===== src/rtl/fetch_unit.sv =====
// Instruction fetch stage: owns the word-indexed PC, drives a 1-cycle-latency instruction BRAM
// and presents instr_code/D_pc to decode, inserting NOP bubbles on boot and redirect.
module fetch_unit #(
  parameter int unsigned                 INSTR_ADDR_WIDTH = 14,
  parameter logic [INSTR_ADDR_WIDTH-1:0] RESET_PC         = '0
) (
  input  logic                        clk,
  input  logic                        rst_n,
  input  logic                        f_en,
  input  logic                        redirect,
  input  logic [INSTR_ADDR_WIDTH-1:0] redirect_pc,
  input  logic                        halt,
  output logic                        imem_en,
  output logic [INSTR_ADDR_WIDTH-1:0] imem_addr,
  input  logic [31:0]                 imem_rdata,
  output logic [31:0]                 instr_code,
  output logic [INSTR_ADDR_WIDTH-1:0] D_pc,
  output logic                        instr_valid,
  output logic [31:0]                 fetch_count
);

  localparam logic [31:0]                 NOP_INSTR = 32'h0000_0013;
  localparam logic [INSTR_ADDR_WIDTH-1:0] PC_ONE    = {{(INSTR_ADDR_WIDTH-1){1'b0}}, 1'b1};

  typedef enum logic [1:0] {
    ST_BOOT  = 2'd0,
    ST_RUN   = 2'd1,
    ST_REDIR = 2'd2,
    ST_HALT  = 2'd3
  } state_e;

  state_e                        state_q, state_d;
  logic [INSTR_ADDR_WIDTH-1:0]   pc_q, pc_d;
  logic [INSTR_ADDR_WIDTH-1:0]   tgt_q, tgt_d;
  logic [31:0]                   fetch_count_q, fetch_count_d;

  // Next-state, PC/target/count update and BRAM request generation.
  always_comb begin
    state_d       = state_q;
    pc_d          = pc_q;
    tgt_d         = tgt_q;
    fetch_count_d = fetch_count_q;
    imem_en       = 1'b0;
    imem_addr     = pc_q;

    case (state_q)
      ST_BOOT: begin
        if (redirect) begin
          tgt_d   = redirect_pc;
          state_d = ST_REDIR;
        end else if (halt) begin
          state_d = ST_HALT;
        end else begin
          imem_en   = 1'b1;
          imem_addr = RESET_PC;
          pc_d      = RESET_PC;
          state_d   = ST_RUN;
        end
      end
      ST_RUN: begin
        // The instruction on the outputs this cycle is wrong-path on redirect; decode kills it.
        if (redirect) begin
          tgt_d   = redirect_pc;
          state_d = ST_REDIR;
        end else if (halt) begin
          state_d = ST_HALT;
        end else if (f_en) begin
          imem_en       = 1'b1;
          imem_addr     = pc_q + PC_ONE;
          pc_d          = pc_q + PC_ONE;
          fetch_count_d = fetch_count_q + 32'd1;
        end else begin
          imem_en   = 1'b1;
          imem_addr = pc_q;
        end
      end
      ST_REDIR: begin
        if (redirect) begin
          tgt_d = redirect_pc;
        end else if (halt) begin
          state_d = ST_HALT;
        end else begin
          imem_en   = 1'b1;
          imem_addr = tgt_q;
          pc_d      = tgt_q;
          state_d   = ST_RUN;
        end
      end
      ST_HALT: begin
        state_d = ST_HALT;
      end
      default: begin
        state_d = ST_BOOT;
      end
    endcase

    if (!rst_n) begin
      imem_en = 1'b0;
    end else begin
      imem_en = imem_en;
    end
  end

  // State and datapath registers with synchronous active-low reset.
  always_ff @(posedge clk) begin
    if (!rst_n) begin
      state_q       <= ST_BOOT;
      pc_q          <= RESET_PC;
      tgt_q         <= '0;
      fetch_count_q <= 32'd0;
    end else begin
      state_q       <= state_d;
      pc_q          <= pc_d;
      tgt_q         <= tgt_d;
      fetch_count_q <= fetch_count_d;
    end
  end

  assign instr_valid = (state_q == ST_RUN);
  assign instr_code  = instr_valid ? imem_rdata : NOP_INSTR;
  assign D_pc        = pc_q;
  assign fetch_count = fetch_count_q;

endmodule


===== config.mk =====
export PLATFORM = sky130hd
export DESIGN_NAME = fetch_unit
export DESIGN_NICKNAME = d
export VERILOG_FILES = /design/src/rtl/fetch_unit.sv
export SDC_FILE = /design/constraint.sdc
export NUM_CORES = 1
export LEC_CHECK = 0
export BUFFER_PORTS_ARGS = -buffer_cell sky130_fd_sc_hd__buf_4
export CAP_MARGIN = 20
export CELL_PAD_IN_SITES_DETAIL_PLACEMENT = 0
export CELL_PAD_IN_SITES_GLOBAL_PLACEMENT = 1
export CORE_MARGIN = 2
export CORE_UTILIZATION = 36
export DETAILED_ROUTE_END_ITERATION = 10
export GPL_TIMING_DRIVEN = 0
export PLACE_DENSITY = 0.85
export SLEW_MARGIN = 20
export SYNTH_ARGS = -nofsm -noshare
export SYNTH_HDL_FRONTEND = slang
export SYNTH_SLANG_ARGS = --single-unit

===== constraint.sdc =====
create_clock -name clk -period 6.98 [get_ports clk]
set_clock_uncertainty 0.2 [all_clocks]
set_input_delay 0 -clock clk [delete_from_list [all_inputs] [get_ports clk]]
set_output_delay 0 -clock clk [all_outputs]
set_load 0.01 [all_outputs]

## Yosys cells after proc, flatten, opt, wreduce, memory -nomap -nowiden

Cells that the tools add are included.

- Register bits: 62
- Input port bits: 51
- Output and inout port bits: 94

- Add/subtract/negate cells: 2
- Equal/unequal tests: 5
- Multiplexer cells: 19
- Bitwise gates (word level): 2
- Reductions and logical operators: 5

Operators by type and width:

| cell | count |
|---|---|
| two-way mux 14 bit | 7 |
| case mux 14 bit (3 select lines) | 1 |
| adder 32 x 1 -> 32 bit, second input constant | 1 |
| two-way mux 32 bit | 1 |
| adder 14 x 1 -> 14 bit, second input constant | 1 |
| two-way mux 2 bit | 5 |
| case mux 2 bit (4 select lines) | 1 |
| equality test 2 bit, second input constant | 2 |
| two-way mux 1 bit | 4 |
| AND reduction 2 bit | 2 |
| AND reduction 4 bit | 1 |
| inequality test 3 bit, second input constant | 1 |
| OR reduction 3 bit | 1 |
| equality test 2 x 1 -> 1 bit, second input constant | 1 |
| zero test 2 bit | 1 |
| inequality test 2 bit, second input constant | 1 |
| NOT 1 bit | 2 |

## Depth between registers and ports, before layout

- Depth in word-level cells: 5
- Mapped depth: 8
- Mapped depth without buffers: 5

## Worst setup path after synthesis

No wires, ideal clock.

- Path type: register to register
- Start: register pc_q[2], in the netlist D_pc[2]
- End: register pc_q[13], in the netlist D_pc[13]
- Library setup time: 0.074 ns
- Data arrival time: 2.036 ns
- Data required time: 6.706 ns
- Path slack: 4.669 ns
- Cell stages (with the launch flop): 6
- Buffers on the path: 1
- Clock period less this slack: 2.311 ns
- Cell sequence: dfxtp_1 > clkbuf_1 > nand4_1 > or4_4 > or4_4 > a31oi_2

- Longest elaborated chain between the ends: 5

RTL lines:

| element | line | RTL |
|---|---|---|
| start: declaration | 33 | `logic [INSTR_ADDR_WIDTH-1:0] pc_q, pc_d;` |
| start signal: assignment | 113 | `pc_q <= pc_d;` |
| adder 14 x 1 -> 14 bit | 70 | `pc_d = pc_q + PC_ONE;` |
| two-way mux 14 bit | -- |  |
| two-way mux 14 bit | 65 | `end else if (halt) begin` |
| two-way mux 14 bit | 62 | `if (redirect) begin` |
| case mux 14 bit (3 select lines) | 46 | `case (state_q)` |

Every way passes these cells.
A chain may end at the register's enable or synchronous reset.

## Worst setup path in the final report

- Start: input port redirect
- End: register fetch_count_q[21], in the netlist fetch_count[21]

- Longest elaborated chain between the ends: 2

RTL lines:

| element | line | RTL |
|---|---|---|
| start: declaration | 10 | `input logic redirect,` |
| NOT 1 bit (no source line) | -- |  |
| AND reduction 4 bit (no source line) | -- |  |
| end signal: assignment | 115 | `fetch_count_q <= fetch_count_d;` |
| end: declaration | 35 | `logic [31:0] fetch_count_q, fetch_count_d;` |

Every way passes these cells.

==> metrics.sh <==
POWERDENSITY_mW_PER_MM2=146
CTS_SINKS=62
PLACED_CELLS=721
CAP_VIOLATIONS=0
RRSETUPSLACK_NS=4.36
HOLD_END='fetch_count[2]'
ANTENNA_FOUND_INITIAL=0
POST-CTS-SETUP-BUFFERS=0
TRANSITION_TIME_AT_THE_PIN_WITH_THE_LEAST_SLEW_MARGIN_NS=0.686
SYNTHCELLS=448
CLKSLEWWORSTSETUPHOLDPATHS_NS=0.07
PRE_CTS_SLACK_NS=4.15
INITIAL_CORE_UTIL_PCT=37.4
FIN_CELLS=752
POST_SYNTH_NUM_CELL_TYPES=53
FLOORPLAN_DIE_HEIGHT_UM=102
VIASPERCELL=5.22
R2R_END='fetch_count[17]'
REMAINING_DRC_ERRORS=0
CTS_HOLD_BUF=16
POST_SYNTH.CELL_AREA_AVG_UM2=7.75
YOSYS_WARNINGS=0
FIN_HOLD_WS_NS=0.0247
CRITPATHSLOWESTCELL='sky130_fd_sc_hd__nor3b_1'
DETAILEDROUTE.FIRSTITERATIONVIOLATIONS=144
CRITICAL_PATH.CELL_CHAIN='dlygate4sd3_1 -> buf_4 -> clkbuf_1 -> nor3b_1 -> nand4_1 -> clkbuf_1 -> clkbuf_1 -> o31ai_1 -> a21oi_1'
GRT_OVERFLOW=0
LAYOUT_SETUP_WS_NS=3.93
DRIVE_GT1_SHARE_PCT=27.0
NFILLCELLS=920
FLOORPLAN.DIE.WIDTH_UM=102
POSTSYNTH.TOPFLOPCELL='sky130_fd_sc_hd__dfxtp_1'
MAX_FREQ_GHz=0.328
CRITPATHKIND='primary input to register'
DPL_CELL_AREA_MM2=0.00471
POST-ROUTE-CELL-AREA_MM2=0.00503
RESULT_OF_THE_RUN='finished, final reports clean'
CTS_MAX_PATH_BUFFERS=2
PERIOD_NEEDED_NS=3.05
SYNTH_SEQ_AREA_SHARE_PCT=35.8
SYNTH.FF_LATCH_COUNT=62
FINALMAXSLEWVIOLATIONS=0
REG2REGPATHDEPTH=7
TIMING.CRITICAL_PATH.TO_TYPE='register'
POST_CTS_RESIZE_COUNT=0
DRTANTENNAVIOLNETS=0
CTS_MADE_BUFFERS=9
HTREE_LEVELS=3
SYNTHESIS.AREA_MM2=0.00347
CP_DATA_ARRIVAL_TIME_NS=3.06
WORSTPATHMAXFANOUT=10
TIMING.CRITICAL_PATH.REQUIRED_NS=6.99
DRTPASS1ITERATIONS=6
TIMING.FINAL.CRIT_SHARE_PCT=43.7
GLOBAL_ROUTE_WIRE_LENGTH_BEFORE_REPAIR_UM=17600
SYNTH_EDF_COUNT=0
CTS_TREE='done'
FINALPOWER_mW=0.736
AREA_GROWTH_PCT=44.9
FLOORPLAN.IO_PINS=145
TIMING.SETUP.TNS_NS=0
LARGEST_VOLTAGE_DROP_ON_THE_VDD_NET_mV=0.0982
LEADING_CELL_TYPE_IN_THE_LAYOUT_FILL_AND_TAPS_EXCLUDED='sky130_fd_sc_hd__buf_4'
MAX_STAGE_DELAY_NS=0.63
TIMING.RR.START='state_q[1]'
LAYOUT.CORE_UTILIZATION_PCT=54.2
LAYOUT.CELLS.MOST_COMMON_LIST='sky130_fd_sc_hd__buf_4 (144), sky130_fd_sc_hd__dfxtp_1 (62), sky130_fd_sc_hd__nand2_1 (51)'
DESIGN.DIE.AREA_MM2=0.0104
SYNTH-ASYNC-RESET-RATIO_PCT=0
GRT_PASS1_VIAS=3590
HOLD_PATH_DEPTH=5
REPORT.FINAL.SETUP_VIOL=0
FINALNETCOUNT=672
CRITICAL_PATH.MOST_COMMON_CELL='sky130_fd_sc_hd__clkbuf_1'
GP_ROUTABILITY_CONGESTION=0.847
VIAS=3925
HOLD_VIOL=0
WL_PER_CELL_UM=15.3
RSZ0062_AT_GRT='no'
HPWL_UM=8600
WORSTHOLDPATHTYPE='primary input to register'
CTS_ROOT_BUFFER='sky130_fd_sc_hd__clkbuf_8'
POSTSYNTHNETCOUNT=501
CLOCK_INSERTION_DELAY_WORST_SKEW_NS=0.34
ROUTE.FINAL.WIRE_LENGTH_UM=11500
CRIT_PATH_START_KIND='primary input'
MAXIMUM_NUMBER_OF_PINS_ON_ONE_NET_BEFORE_GLOBAL_ROUTE_REPAIR=11
GRT_USE_TOTAL_PCT=21.4
FLOORPLAN.CORE_AREA_MM2=0.00928
IO_BUFFER_COUNT=144
SLEW_HEADROOM_PCT=54.1
HOLD_START='f_en'
ROW_COUNT=35
POWER.STATIC_LEAKAGE_nW=2.03
N_ANTENNA_CELL=0
==> how the worst max path moves through the flow <==
stage                     startpoint               to  slack, ns  depth (start not counted)
after detailed placement    redirect  fetch_count[27]       4.15                          8
after CTS                   redirect  fetch_count[27]       3.94                          9
after global placement      redirect  fetch_count[31]       4.16                          8
after global routing        redirect  fetch_count[29]       3.79                          9
after floorplan              D_pc[2]         D_pc[13]       4.67                          5
final                       redirect  fetch_count[21]       3.93                          9
==> per-layer routing <==
layer	vias up	share of wire, %	track usage [%]
met2	110	49	35.5
li1	1985	-	-
met4	0	1.4	6.46
met1	1819	45	28.2
met3	11	4.5	4.24
met5	-	0	0
==> power breakdown <==
| group | leakage, nW | switching (mW) | internal (mW) | total, mW |
|---|---|---|---|---|
| Combinational | 1.44 | 0.0543 | 0.0541 | 0.108 |
| Sequential | 0.503 | 0.00506 | 0.360 | 0.365 |
| Clock | 0.0817 | 0.139 | 0.124 | 0.263 |
==> area by class of cell <==
| type | count | area (um2) | area share (%) |
|---|---|---|---|
| plain buffers | 37 | 140 | 2.79 |
| repair buffers | 160 | 1240 | 24.7 |
| clock buffers | 10 | 128 | 2.54 |
| inverters | 13 | 48.8 | 0.970 |
| flip-flops and latches | 62 | 1240 | 24.7 |
| multi-input cells | 336 | 2040 | 40.6 |
| clock inverters | 5 | 27.5 | 0.547 |
| well taps | 129 | 161 | 3.21 |
==> synth_stat cells, types with 8 or more instances <==
cell                       instances  area [um2]
sky130_fd_sc_hd__nand4_1          12        75.1
sky130_fd_sc_hd__a21oi_1          48         240
sky130_fd_sc_hd__a22o_1           10        87.6
sky130_fd_sc_hd__nand3_1          22         110
sky130_fd_sc_hd__or4_1            19         143
sky130_fd_sc_hd__nor2_1           15        56.3
sky130_fd_sc_hd__clkbuf_1         34         128
sky130_fd_sc_hd__o21ai_0          17        85.1
sky130_fd_sc_hd__nand2b_1          8        50.1
sky130_fd_sc_hd__or3_1             9        56.3
sky130_fd_sc_hd__dfxtp_1          62        1240
sky130_fd_sc_hd__nand2_1          51         191
sky130_fd_sc_hd__and2_1           33         206
sky130_fd_sc_hd__o31ai_1          18         135
sky130_fd_sc_hd__inv_1            12        45.0
==> cells by family after synthesis <==
| logic type | after synthesis | share of synthesized area, % |
|---|---|---|
| flops | 62 | 35.8 |
| xor+xnor | 8 | 2.02 |
| mux | 4 | 1.19 |
| fa+ha+maj | 2 | 0.721 |
| buf+inv | 50 | 5.44 |
| simple gates | 200 | 32.5 |
| compound gates | 122 | 22.4 |
==> sequential cells by signal, indices dropped and copies added, names as in the netlist <==
name         cells
tgt_q           14
state_q          2
D_pc            14
fetch_count     32
==> worst max-delay path, delay by kind of cell <==
kind | cells | cell delay, ns
AOI/OAI and AO/OA | 2 | 0.40
and+or+nand+nor | 2 | 1.10
buffers and inverters | 5 | 1.55
Power figures use the tool's default switching activity.
